File: config.mk
export PLATFORM = sky130hd
export DESIGN_NAME = dac714_serial_tx
export DESIGN_NICKNAME = d
export VERILOG_FILES = /design/src/rtl/dac714_serial_tx.sv
export SDC_FILE = /design/constraint.sdc
export NUM_CORES = 1
export LEC_CHECK = 0
export ABC_AREA = 1
export CAP_MARGIN = 20
export CORE_MARGIN = 1
export CORE_UTILIZATION = 58
export DETAILED_ROUTE_END_ITERATION = 16
export GPL_ROUTABILITY_DRIVEN = 0
export PLACE_DENSITY = 0.84
export SETUP_SLACK_MARGIN = 0.5
export SLEW_MARGIN = 20
export SYNTH_ARGS = -nofsm -noshare
export SYNTH_HDL_FRONTEND = slang
export SYNTH_SLANG_ARGS = --single-unit
File: constraint.sdc
create_clock -name clk_slow -period 4.7 [get_ports clk_slow]
set_input_delay 0.94 -clock clk_slow [delete_from_list [all_inputs] [get_ports clk_slow]]
set_output_delay 0.94 -clock clk_slow [all_outputs]
set_load 0.01 [all_outputs]
File: src/rtl/dac714_serial_tx.sv
// DAC714 serial transmitter: captures a DAC word on each strobe and shifts it MSB-first
// over SCLK/SDI, then pulses nLATCH. One pending word is buffered; overwrites are counted.
module dac714_serial_tx #(
    parameter int unsigned DAC_WIDTH     = 16,
    parameter int unsigned SCLK_DIV      = 1,
    parameter int unsigned LATCH_WIDTH   = 2,
    parameter int unsigned OFFSET_BINARY = 0
) (
    input  logic                 clk_slow,
    input  logic                 nReset,
    input  logic                 enable,
    input  logic                 dac_strobe,
    input  logic [DAC_WIDTH-1:0] dac_data,
    output logic                 sclk,
    output logic                 sdi,
    output logic                 nlatch,
    output logic                 busy,
    output logic                 done,
    output logic [7:0]           overrun_cnt,
    output logic [DAC_WIDTH-1:0] last_sent
);

    localparam int unsigned BIT_W = (DAC_WIDTH > 1) ? $clog2(DAC_WIDTH) : 1;
    localparam int unsigned DIV_W = (SCLK_DIV > 1) ? $clog2(SCLK_DIV) : 1;
    localparam int unsigned LAT_W = (LATCH_WIDTH > 1) ? $clog2(LATCH_WIDTH) : 1;

    localparam logic [BIT_W-1:0] BIT_LAST = BIT_W'(DAC_WIDTH - 1);
    localparam logic [DIV_W-1:0] DIV_LAST = DIV_W'(SCLK_DIV - 1);
    localparam logic [LAT_W-1:0] LAT_LAST = LAT_W'(LATCH_WIDTH - 1);

    localparam logic [DAC_WIDTH-1:0] MSB_MASK =
        (OFFSET_BINARY != 0) ? {1'b1, {(DAC_WIDTH-1){1'b0}}} : '0;

    typedef enum logic [1:0] {
        ST_IDLE  = 2'd0,
        ST_SHIFT = 2'd1,
        ST_LATCH = 2'd2,
        ST_DONE  = 2'd3
    } state_t;

    state_t               state;
    logic [2:0]           strobe_sync;
    logic                 strobe_rise;
    logic                 capture;
    logic                 load;
    logic                 pend_valid;
    logic [DAC_WIDTH-1:0] pend_data;
    logic [DAC_WIDTH-1:0] shreg;
    logic [DAC_WIDTH-1:0] frame_word;
    logic [BIT_W-1:0]     bit_cnt;
    logic [DIV_W-1:0]     div_cnt;
    logic [LAT_W-1:0]     lat_cnt;

    // Two synchronizer flops plus one history flop for rising-edge detection
    always_ff @(posedge clk_slow) begin
        if (!nReset) begin
            strobe_sync <= '0;
        end else begin
            strobe_sync <= {strobe_sync[1:0], dac_strobe};
        end
    end

    assign strobe_rise = strobe_sync[1] & ~strobe_sync[2];
    assign capture     = strobe_rise & enable;
    assign load        = (state == ST_IDLE) & pend_valid;

    // Pending slot: a capture coinciding with a load keeps the new word and is not an overrun
    always_ff @(posedge clk_slow) begin
        if (!nReset) begin
            pend_valid  <= 1'b0;
            pend_data   <= '0;
            overrun_cnt <= '0;
        end else if (capture) begin
            pend_data  <= dac_data ^ MSB_MASK;
            pend_valid <= 1'b1;
            if (pend_valid && !load && (overrun_cnt != 8'hFF)) begin
                overrun_cnt <= overrun_cnt + 8'd1;
            end
        end else if (load) begin
            pend_valid <= 1'b0;
        end
    end

    // Frame sequencer; every output is a register updated alongside the state
    always_ff @(posedge clk_slow) begin
        if (!nReset) begin
            state      <= ST_IDLE;
            sclk       <= 1'b0;
            sdi        <= 1'b0;
            nlatch     <= 1'b1;
            busy       <= 1'b0;
            done       <= 1'b0;
            last_sent  <= '0;
            shreg      <= '0;
            frame_word <= '0;
            bit_cnt    <= '0;
            div_cnt    <= '0;
            lat_cnt    <= '0;
        end else begin
            done <= 1'b0;
            case (state)
                ST_IDLE: begin
                    if (pend_valid) begin
                        state      <= ST_SHIFT;
                        shreg      <= pend_data;
                        frame_word <= pend_data;
                        sdi        <= pend_data[DAC_WIDTH-1];
                        sclk       <= 1'b0;
                        div_cnt    <= '0;
                        bit_cnt    <= '0;
                        busy       <= 1'b1;
                    end
                end

                ST_SHIFT: begin
                    if (div_cnt != DIV_LAST) begin
                        div_cnt <= div_cnt + DIV_W'(1);
                    end else begin
                        div_cnt <= '0;
                        if (!sclk) begin
                            sclk <= 1'b1;
                        end else begin
                            sclk <= 1'b0;
                            if (bit_cnt == BIT_LAST) begin
                                state   <= ST_LATCH;
                                sdi     <= 1'b0;
                                nlatch  <= 1'b0;
                                lat_cnt <= '0;
                            end else begin
                                // Next bit goes out on the falling edge, ahead of its rise
                                bit_cnt <= bit_cnt + BIT_W'(1);
                                shreg   <= shreg << 1;
                                sdi     <= shreg[DAC_WIDTH-2];
                            end
                        end
                    end
                end

                ST_LATCH: begin
                    if (lat_cnt == LAT_LAST) begin
                        state     <= ST_DONE;
                        nlatch    <= 1'b1;
                        done      <= 1'b1;
                        busy      <= 1'b0;
                        last_sent <= frame_word;
                    end else begin
                        lat_cnt <= lat_cnt + LAT_W'(1);
                    end
                end

                ST_DONE: begin
                    state <= ST_IDLE;
                end

                default: begin
                    state <= ST_IDLE;
                end
            endcase
        end
    end

endmodule

======== Word level (Yosys, flattened, before mapping) ========
Cells that the tools add are included.
word-level totals
  word-level logic and storage cells ...... 95
  input bits .............................. 20
  bits in registers ....................... 88
  output and inout port bits .............. 29
operators by class
  bitwise operators ....................... 4
  eq/ne operators ......................... 11
  $add $sub $neg .......................... 4
  reduce and logical (&&, ||, !) cells .... 20
  mux-type cells .......................... 40
operator list
  cell                   count
  $mux W15               4
  $pmux W15 S2           1
  $mux W1                18
  $mux W4                4
  $reduce_and A5 Y1      3
  $ne A2 B2 Y1 const B   6
  $pmux W1 S2            6
  $mux W2                5
  $reduce_and A2 Y1      5
  $add A8 B1 Y8 const B  1
  $ne A8 B8 Y1 const B   1
  $pmux W2 S4            1
  $pmux W4 S2            1
  $reduce_and A4 Y1      2
  $reduce_bool A2 Y1     4
  $reduce_and A3 Y1      2
  $add A4 B1 Y4 const B  1
  $eq A2 B2 Y1 const B   2
  $eq A4 B4 Y1 const B   1
  $and A1 B1 Y1          3
  $add A1 B1 Y1 const B  2
  $eq A2 B1 Y1 const B   1
  $logic_and A1 B1 Y1    2
  $logic_not A2 Y1       1
  other kinds (2)        2

======== Longest topological paths before layout ========
Gate-level depths: netlist (run 1).
  word-level depth ........................ 6
  mapped depth ............................ 9
  depth with buffers taken out ............ 9

======== Least setup slack after synthesis (run 1) ========
Ideal clock, no wire load.
  path kind ............................... input -> register
  start ................................... in enable
  end ..................................... reg overrun_cnt[4]
  slack ................................... 3.021 ns
  required time ........................... 4.586 ns
  path buffers ............................ 0
  data arrival time ....................... 1.565 ns
  stages .................................. 5
  setup time .............................. 0.114 ns
  path through ............................ nand2_1 nor2_2 nand3_1 nor2_1 nor2_1
on the way
  longest elaborated chain between the ends .. 2
ends and longest elaborated chain
  what                                line  text
  from (decl)                         11    input logic enable,
  $and A1 B1 Y1                       64    assign capture = strobe_rise & enable;
  $reduce_and A2 Y1 (no source line)  --
  to (signal assigned)                77    overrun_cnt <= overrun_cnt + 8'd1;
  to (decl)                           19    output logic [7:0] overrun_cnt,
No other way between the ends.
A chain may end at the register's enable or synchronous reset.

======== Worst setup path in the final report (run 1) ========
  start ................................... reg state[1]
  end ..................................... reg sdi
on the way
  longest elaborated chain between the ends .. 3
  elaborated cells between the ends (all ways) .. 8
  classes of those cells .................. 4 x eq/ne; 1 x mux; 3 x reduce/logical
ends and longest elaborated chain
  what                                                                 line  text
  from (decl)                                                          41    state_t state;
  from (signal assigned)                                               87    state <= ST_IDLE;
  from (signal assigned)                                               104   state <= ST_SHIFT;
  from (signal assigned)                                               125   state <= ST_LATCH;
  $eq A2 B1 Y1 or $logic_not A2 Y1 (tied branches)                     101   case (state)
  $ne A2 B2 Y1 (no source line) or $reduce_bool A2 Y1 (tied branches)  --
  $reduce_and A4 Y1 (no source line)                                   --
  to (signal assigned)                                                 107   sdi <= pend_data[DAC_WIDTH-1];
  to (signal assigned)                                                 133   sdi <= shreg[DAC_WIDTH-2];
  to (decl)                                                            15    output logic sdi,
Parallel ways exist; a longest one is shown, timed or not.

==> summary.md, run 1 <==
| Metric | Value |
|---|---|
| DP Worst Slack | 1.95 ns |
| Routed metal-1 wirelength | roughly 3500 um |
| Slew @ Worst Pin | 0.765 ns |
| Worst hold margin | between 0.4 and 0.5 ns |
| I/O pin count | ~50 |
| Vias | roughly 3200 |
| RSZ-0062 raised after global routing | no |
| Status | complete, no violations |
| Core Region | about 6000 um^2 |
| Synth Area in Adders | 0.0241 |
| WL met3 | 319 um |
| Reg2Reg Setup Slack | between 2 and 2.5 ns |
| Total wire length | between 7000 and 8000 um |
| TritonCTS clock tree | built |
| Setup crit start kind | register |
| Post-synthesis mux area share | 0 |
| H-tree level count | 3 |
| Global-route wire length before repair | 12800 um |
| Post_cts resized | 0 |
| Static leakage | roughly 0.0018 uW |
| Crit Path Category | register to register |
| CTS Buffer Depth | 2 |
| Yosys warns | 0 |
| Synth Register Bits | 87 |
| Worst slew margin | 0.490 |
| ANT cells | 0 |
| Final period util | 0.554 |
| Top_reg_cell synth | dfxtp_1 |
| Pwr per Cell Area | between 400 and 500 nW/um^2 |
| Initial antenna violation count | 0 |
| Largest net degree at the start of global routing | 53 |
| Layout Nets | 571 |
| Clk_skew | about 0.0084 ns |
| Synth Area in XOR/XNOR | 0.00241 |
| Crit. End Element | register |
| Post-DRT Antenna Nets | 0 |
| Final HPWL DP | approximately 5200 um |
| Tot GR Track Use | 0.255 |
| Clock sink total | just under 90 |
| Initial Utilization | 0.607 |
| Hold Vio Cnt, Final | 0 |
| VDD IR max | about 0.34 mV |
| Arrival @ worst endpoint | 2.86 ns |
| Fillcell total | 501 |
| Average wire per standard cell | approximately 12 um |
| Maxcap violations | 0 |
| Drt drc | 0 |
| Initial DRC count | 162 |
| Synth Area in Compound Gates | 0.124 |
| FFs w/ async S/R, synth | 0 |
| Post-synthesis sequential area ratio | 0.479 |
| Port Buffer Count | 48 |
| Worst EP required | 4.96 ns |
| Simple-Gate Fraction of Synth Area | 0.308 |
| Synthesized area per cell | roughly 7.2 um^2 |
| Largest fanout on the critical path | 21 |
| Post-synthesis cell type count | 25 |
| DRT Pass-1 Iters | 5 |
| Combinational family with the most area after synthesis | simple AND/OR/NAND/NOR gates |
| Total gr overflow | 0 |
| Min Clock Period, post-route | roughly 2.6 ns |
| Pins Over Slew Limit | 0 |
| Synth Instances | between 500 and 600 |
| Number of global-route vias before repair | 2971 |
| CTS root buf | clkbuf_8 |
| Clock slew at reported path FFs | 0.09 ns |
| Post-CTS Hold Buffers | 0 |
| Site row count | 28 |
| Finished Core Util | 0.719 |
| Top Metal Used | met4 |
| EDFF count, synth | 0 |
| Routed vias/inst | 5.16 |
| Hold Crit Class | register to register |
| Max Clock Freq | roughly 380 MHz |
| Mapped Area | 3630 um^2 |
| WL met2 | 3630 um |
| Syn_nets | between 500 and 600 |
| Finish-stage setup viols | 0 |
| Die ar. | 6590 um^2 |
| Clock latency at the later pin of the worst-skew pair | 0.36 ns |
| Setup TNS | 0 ns |
| Post-layout power | ~1800 uW |
| Die height | 81.2 um |
| Number of CTS-inserted buffers | 9 |
| Chip width | just over 80 um |
| Fraction of layout cells with a size suffix above 1 | 0.0765 |
| Area delta synth->final | 18.6% |
| Post-CTS Setup Inserts | 0 |
| Setup ws final | approximately 2.1 ns |
-- cells in the mapped netlist (2+ instances only) --
cell / number / share of area
ha_1: 7 / 0.024
nor3_1: 3 / 0.0041
nand2_2: 3 / 0.0052
nor2_2: 10 / 0.017
o21ai_0: 60 / 0.083
a21oi_2: 3 / 0.0072
a21oi_1: 15 / 0.021
nand3_2: 3 / 0.0083
buf_2: 8 / 0.011
inv_2: 2 / 0.0021
nand4_1: 2 / 0.0034
nor2_1: 142 / 0.15
inv_1: 29 / 0.030
dfxtp_1: 87 / 0.48
buf_6: 2 / 0.0062
clkbuf_1: 12 / 0.012
o21ai_1: 8 / 0.011
nand3_1: 13 / 0.018
nand2_1: 91 / 0.094
-- critical path: stages, from the launching register on --
cell and delay (ns):
dfxtp_1 0.34, inv_1 0.13, ha_1 0.68, inv_1 0.53, o21ai_0 0.42, o21ai_1 0.15, nor3_1 0.19, nor2_1 0.06
-- per-stage QoR --
step	instance area, um^2	instances
3_5_place_dp	4100	608
5_1_grt	4310	624
4_1_cts	4310	624
6_report	4310	624
3_3_place_gp	4100	608
2_1_floorplan	3630	506
-- flip-flops by register name, indices dropped and copies added (netlist names) --
name         cells
sclk             1
frame_word      16
pend_valid       1
lat_cnt          1
nlatch           1
strobe_sync      3
last_sent       16
bit_cnt          4
state            2
pend_data       16
sdi              1
busy             1
shreg           15
overrun_cnt      8
done             1
-- cell usage in the layout, fill, tap and decap left out, types with 2 or more instances in the layout --
| master | count |
|---|---|
| inv_2 | 2 |
| a21oi_1 | 15 |
| inv_6 | 2 |
| nand2_1 | 91 |
| nand3_1 | 13 |
| a21oi_2 | 3 |
| ha_1 | 7 |
| o21ai_1 | 8 |
| o21ai_0 | 60 |
| clkdlybuf4s50_1 | 47 |
| dfxtp_1 | 87 |
| nand4_1 | 2 |
| inv_1 | 29 |
| nor2_1 | 142 |
| clkinvlp_4 | 2 |
| clkbuf_8 | 10 |
| nor3_1 | 3 |
| nand2_2 | 3 |
| nand3_2 | 3 |
| nor2_2 | 10 |
-- worst paths after layout --
check	end	start	cells after the start
min reg2reg	strobe_sync[1]	strobe_sync[0]	2
min	strobe_sync[1]	strobe_sync[0]	2
max reg2reg	sdi	state[1]	7
max	sdi	state[1]	7
-- where the power goes --
part / leakage, uW / switching [uW] / total, uW / internal, uW
logic: 0.000963 / 278 / 427 / 149
clock network: 0.0000993 / 279 / 542 / 263
registers: 0.000706 / 44.0 / 860 / 816
-- area by class of cell --
| class | count | area [um^2] | share of cell area |
|---|---|---|---|
| flip-flops and latches | 87 | 1740 | 0.404 |
| well taps | 75 | 93.8 | 0.0218 |
| clock buffers | 10 | 138 | 0.0319 |
| clock inverters | 6 | 67.6 | 0.0157 |
| multi-input cells | 365 | 1660 | 0.386 |
| inverters | 32 | 120 | 0.0279 |
| repair buffers | 49 | 483 | 0.112 |
-- per-layer routing --
layer  vias up  track usage
met4         0        0.102
met1      1473        0.307
li1       1661            -
met5         -            0
met3        10       0.0584
met2        78        0.435
-- cell families after synthesis --
| family | count (synthesis) |
|---|---|
| XOR/XNOR | 1 |
| AO/OA/AOI/OAI | 87 |
| adder cells (fa/ha/maj) | 7 |
| AND/OR/NAND/NOR | 270 |
| flip-flops | 87 |
| buffers and inverters | 54 |
Power figures use the tool's default switching activity.
==> run 2: changes to the inputs <==
CORE_UTILIZATION = 49   (was 58)
PLACE_DENSITY = 0.75   (was 0.84)
clock period = 2.2 ns   (was 4.7 ns; I/O delays follow)
==> summary.md, run 2 (synthesized netlist as in run 1, its figures left out) <==
| Metric | Value |
|---|---|
| Status | complete, no violations |
| TritonCTS clock tree | built |
| Die ar. | 7760 um^2 (+18%) |
| Fillcell total | 675 (+35%) |
| Die height | 88.1 um (+8.6%) |
| Post-DRT Antenna Nets | 0 (unchanged) |
| Setup ws final | 0.537 ns (-1.56 ns) |
| Initial Utilization | 0.504 (-0.103) |
| Crit Path Category | register to output pin |
| Worst hold margin | 0.419 ns (-0.00885 ns) |
| Finish-stage setup viols | 0 (unchanged) |
| Layout Nets | 581 (+1.8%) |
| I/O pin count | 49 (unchanged) |
| Placed cell areas | 4190 um^2 (+2.2%) |
| Vias | 3209 (-0.40%) |
| Min Clock Period, post-route | 1.66 ns |
| Sw Ratio | 0.299 (-0.0297) |
| Tot GR Track Use | 0.218 (-0.0370) |
| DP Worst Slack | 0.406 ns (-1.54 ns) |
| Final HPWL DP | 5310 um (+2.0%) |
| Total gr overflow | 0 (unchanged) |
| Multi-input logic area | 1690 um^2 (+1.4%) |
| Number of CTS-inserted buffers | 9 (unchanged) |
| Arrival @ worst endpoint | 1.22 ns (-1.64 ns) |
| ANT cells | 0 (unchanged) |
| Hold Vio Cnt, Final | 0 (unchanged) |
| Part of the power in registers | 0.435 (-0.035) |
| VDD IR max | 0.590 mV (+74%) |
| Slowest cell on crit path | clkdlybuf4s50_1 |
| Final Cell Area | 4540 um^2 (+5.3%) |
| Routed vias/inst | 4.88 (-5.5%) |
| Static leakage | 0.00210 uW (+19%) |
| Max Clock Freq | roughly 600 MHz |
| Worst slew margin | 0.689 (+0.199) |
| Commonest non-fill, non-tap cells in the layout | nor2_1 (141), nand2_1 (91), dfxtp_1 (83) |
| CTS root buf | clkbuf_8 |
| Clock sink total | 87 (unchanged) |
| Final period util | 0.756 |
| Crit. End Element | output pin |
| Hold Crit Class | register to register |
| Leading cell type in the layout, fill and taps excluded | nor2_1 |
| Chip width | 88.1 um (+8.6%) |
| P_sw | 1260 uW (+110%) |
| Comb pwr share | 0.240 (+0.007) |
| Area delta synth->final | 24.9% |
| Clk_skew | 0.0111 ns (+0.00273 ns) |
| Clock share of power | 0.325 (+0.029) |
| Crit-path cells | clkdlybuf4s50_1 |
| Total wire length | 7850 um (+3.2%) |
| R2r startpoint | state[0] |
| Post-CTS Hold Buffers | 0 (unchanged) |
| Largest net degree at the start of global routing | 34 (-36%) |
| Pwr per Cell Area | 932 nW/um^2 (+120%) |
| CTS Buffer Depth | 2 (unchanged) |
| DRT Pass-1 Iters | 4 (-1) |
| Finished Core Util | 0.629 (-0.0902) |
| Top delay family on crit path | buffers and inverters |
| Global-route wire length before repair | 13100 um (+2.4%) |
| Fraction of layout cells with a size suffix above 1 | 0.106 (+0.0290) |
| Pint | 2960 uW (+140%) |
| Initial DRC count | 201 (+24%) |
| Number of global-route vias before repair | 2892 (-2.7%) |
| CP max stage delay | 0.54 ns (-0.14 ns) |
| Initial antenna violation count | 0 (unchanged) |
| Setup crit start kind | register |
| WP buf/inv | 1 (-1) |
| Site row count | 31 (+11%) |
| Average wire per standard cell | 11.9 um (-2.1%) |
| Pins Over Slew Limit | 0 (unchanged) |
| Setup crit start | busy |
| Clock latency at the later pin of the worst-skew pair | 0.35 ns (about the same) |
| Clock slew at reported path FFs | 0.08 ns (about the same) |
| Register area | 1750 um^2 (+0.29%) |
| RSZ-0062 raised after global routing | no |
| Setup TNS | 0 ns (unchanged) |
| Hold Crit Start | strobe_sync[0] |
| Worst EP required | 1.76 ns (-3.20 ns) |
| Maxcap violations | 0 (unchanged) |
| Drt drc | 0 (unchanged) |
| Core Region | 7210 um^2 (+20%) |
| Slew @ Worst Pin | 0.466 ns (-0.299 ns) |
| Largest fanout on the critical path | 2 (-90%) |
| Port Buffer Count | 48 (unchanged) |
| Largest registers | frame_word x16, last_sent x16, pend_data x16 |
| H-tree level count | 3 (unchanged) |
-- run 2: worst paths after layout --
check | endpoint | slack (ns) | depth (start not counted)
max reg2reg | overrun_cnt[5] | 0.66 | 8
min | strobe_sync[1] | 0.42 | 2
max | busy | 0.54 | 1
min reg2reg | strobe_sync[1] | 0.42 | 2
-- run 2: metrics by stage --
step | total power, uW | instances
CTS | 4230 | 658
global placement | 2760 | 640
global route | 4460 | 658
floorplan | 2560 | 506
finish | 4230 | 658
detailed placement | 2800 | 640
-- run 2: metal layers --
metal  GRT usage  up-vias  routed length (um)
met1       0.277     1454                3630
li1            -     1687                   -
met4      0.0704        0                  91
met2       0.376       58                3770
met5           0        -                   0
met3      0.0358       10                 353
-- run 2: power by group through the flow --
| stage | sequential [uW] | combinational, uW | clock [uW] |
|---|---|---|---|
| 6_report | 1840 | 1010 | 1370 |
| 5_1_grt | 1860 | 1140 | 1460 |
| 4_1_cts | 1840 | 999 | 1400 |
| 3_5_place_dp | 1870 | 927 | 0 |
| 3_3_place_gp | 1860 | 901 | 0 |
| 2_1_floorplan | 1860 | 692 | 0 |
-- run 2: what timing repair did --
action	4_1_cts	5_1_grt
hold endpoints to repair	0	0
pin swaps	2	1
setup endpoints to repair	13	23
buffers inserted	2	0
resized for setup	12	17
-- run 2: final cells by class --
cell class / count / area share
sequential: 87 / 0.385
clock buffer: 11 / 0.0334
clock inverter: 5 / 0.0229
tap: 99 / 0.0273
multi-input combinational: 365 / 0.372
timing repair buffer: 59 / 0.133
inverter: 32 / 0.0265
-- run 2: worst min-delay path, delay by kind of cell, from the launching register on --
family	cells	cell delay, ns
flops	1	0.31
buf+inv	1	0.04
simple gates	1	0.05
==> run 3: changes to the inputs <==
CORE_UTILIZATION = 54   (was 49)
PLACE_DENSITY = 0.79   (was 0.75)
clock period = 1.6 ns   (was 2.2 ns; I/O delays follow)
==> summary.md, run 3 (synthesized netlist as in run 1, its figures left out) <==
| Metric | Value |
|---|---|
| Min Clock Period, post-route | 1.40 ns |
| Multi-input logic area | 1810 um^2 (+7.3%) |
| Setup crit start kind | register |
| Largest fanout on the critical path | 10 (+8) |
| Worst EP required | 1.86 ns (+0.10 ns) |
| Global-route wire length before repair | 13500 um (+2.9%) |
| Initial DRC count | 219 (+9.0%) |
| Status | complete, but fails checks |
| Setup TNS | 0 ns (unchanged) |
| ANT cells | 0 (unchanged) |
| VDD IR max | 0.907 mV (+54%) |
| Core Region | 6420 um^2 (-11%) |
| Final HPWL DP | 5450 um (+2.7%) |
| Fillcell total | 469 (-31%) |
| Pins Over Slew Limit | 0 (unchanged) |
| H-tree level count | 3 (unchanged) |
| Failing checks | design-rule violations |
| Worst hold margin | 0.301 ns (-0.118 ns) |
| Clk_skew | 0.0105 ns (-0.000634 ns) |
| Top delay family on crit path | simple AND/OR/NAND/NOR gates |
| Vias | 3398 (+5.9%) |
| RSZ-0062 raised after global routing | yes |
| WP buf/inv | 3 (+2) |
| CP max stage delay | 0.38 ns (-0.16 ns) |
| Layout Nets | 608 (+4.6%) |
| Routed vias/inst | 5.13 (+5.1%) |
| Maxcap violations | 0 (unchanged) |
| Worst slew margin | 0.797 (+0.108) |
| Post-DRT Antenna Nets | 0 (unchanged) |
| Area delta synth->final | 36.1% |
| Slew @ Worst Pin | 0.304 ns (-0.162 ns) |
| Max Clock Freq | 714 MHz |
| Tot GR Track Use | 0.240 (+0.0221) |
| Average wire per standard cell | 12.8 um (+7.4%) |
| Hold Vio Cnt, Final | 0 (unchanged) |
| Number of global-route vias before repair | 3100 (+7.2%) |
| Initial Utilization | 0.566 (+0.0621) |
| Clock slew at reported path FFs | 0.09 ns (about the same) |
| Site row count | 29 (-6.5%) |
| CTS Buffer Depth | 2 (unchanged) |
| Largest net degree at the start of global routing | 27 (-21%) |
| Clock sink total | 87 (unchanged) |
| Chip width | 84.0 um (-4.6%) |
| Leading cell type in the layout, fill and taps excluded | nor2_1 |
| Port Buffer Count | 48 (unchanged) |
| Static leakage | 0.00212 uW (+0.66%) |
| Crit. End Element | register |
| Commonest non-fill, non-tap cells in the layout | nor2_1 (139), nand2_1 (85), dfxtp_1 (54) |
| Total wire length | 8490 um (+8.2%) |
| Register area | 1800 um^2 (+2.9%) |
| Arrival @ worst endpoint | 1.67 ns (+0.45 ns) |
| Die height | 84.0 um (-4.6%) |
| Clock latency at the later pin of the worst-skew pair | 0.37 ns (+0.02 ns) |
| Most frequent CP cell | nand2_1 |
| Slowest cell on crit path | dfxtp_4 |
| Crit Path Category | register to register |
| Final period util | 0.876 |
| Total gr overflow | 0 (unchanged) |
| CTS root buf | clkbuf_8 |
| Pwr per Cell Area | 1200 nW/um^2 (+28%) |
| Hold Crit Class | input pin to register |
| DRT Pass-1 Iters | 10 (+6) |
| Die ar. | 7060 um^2 (-9.0%) |
| Largest registers | frame_word x16, last_sent x16, pend_data x16 |
| Drt drc | 9 (+9) |
| Finish-stage setup viols | 0 (unchanged) |
| Initial antenna violation count | 0 (unchanged) |
| Number of CTS-inserted buffers | 9 (unchanged) |
| Crit-path cells | inv_4 -> ha_4 -> inv_2 -> nand2_1 -> nand3_2 -> nor2_4 -> buf_12 -> nand2_1 -> nand2_1 -> a21oi_2 |
| TritonCTS clock tree | built |
| I/O pin count | 49 (unchanged) |
| Fraction of layout cells with a size suffix above 1 | 0.292 (+0.186) |
run 3: cell types whose count changed in the layout (fill, tap and decap cells not counted), moves of 14 or more:
| cell | delta |
|---|---|
| buf_4 | +18 |
| buf_6 | +31 |
| dfxtp_1 | -29 |
| dfxtp_2 | +23 |
| o21ai_0 | -20 |
| o21ai_1 | +14 |
run 3: worst paths after layout:
| check | endpoint | slack, ns | startpoint | cells past startpoint |
|---|---|---|---|---|
| setup reg to reg | shreg[14] | 0.20 | state[0] | 10 |
| hold reg to reg | strobe_sync[1] | 0.42 | strobe_sync[0] | 2 |
| setup / recovery | shreg[14] | 0.20 | state[0] | 10 |
| hold / removal | nlatch | 0.30 | nReset | 2 |
run 3: per-stage QoR:
step	setup slack (ns)	cells	cell area (um^2)	utilization	power, uW
3_3_place_gp	0.0699	626	4340	0.676	4000
2_1_floorplan	0.294	506	3760	-	3660
4_1_cts	0.226	655	4790	0.745	5770
3_5_place_dp	0.0384	626	4340	0.676	4050
5_1_grt	0.0996	663	4950	0.770	6200
6_report	0.199	663	4950	0.770	5910
run 3: layout make-up:
class / instances / area share
Multi-Input combinational cell: 365 / 0.366
Sequential cell: 87 / 0.364
Timing Repair Buffer: 86 / 0.184
Inverter: 32 / 0.0268
Clock buffer: 9 / 0.0250
Tap cell: 77 / 0.0195
Clock inverter: 7 / 0.0157
run 3: metal layers:
metal | vias to the layer above | GRT usage | part of all wire | wire length [um]
li1 | 1749 | - | - | -
met5 | - | 0 | 0 | 0
met1 | 1570 | 0.286 | 0.45 | 3790
met4 | 0 | 0.105 | 0.021 | 178
met2 | 60 | 0.417 | 0.50 | 4260
met3 | 19 | 0.0475 | 0.031 | 259
run 3: repair_timing:
item                       in CTS  in global routing
setup endpoints to repair     111                113
cloned                          0                  1
pin swaps                       3                  4
buffers inserted               13                  7
resized for setup             183                 46
hold buffers                    0                  0
run 3: where the power goes:
part	internal, uW	switching, uW	total [uW]
sequential	2410	157	2570
combinational	809	955	1760
clock	741	840	1580
total	3960	1950	5910
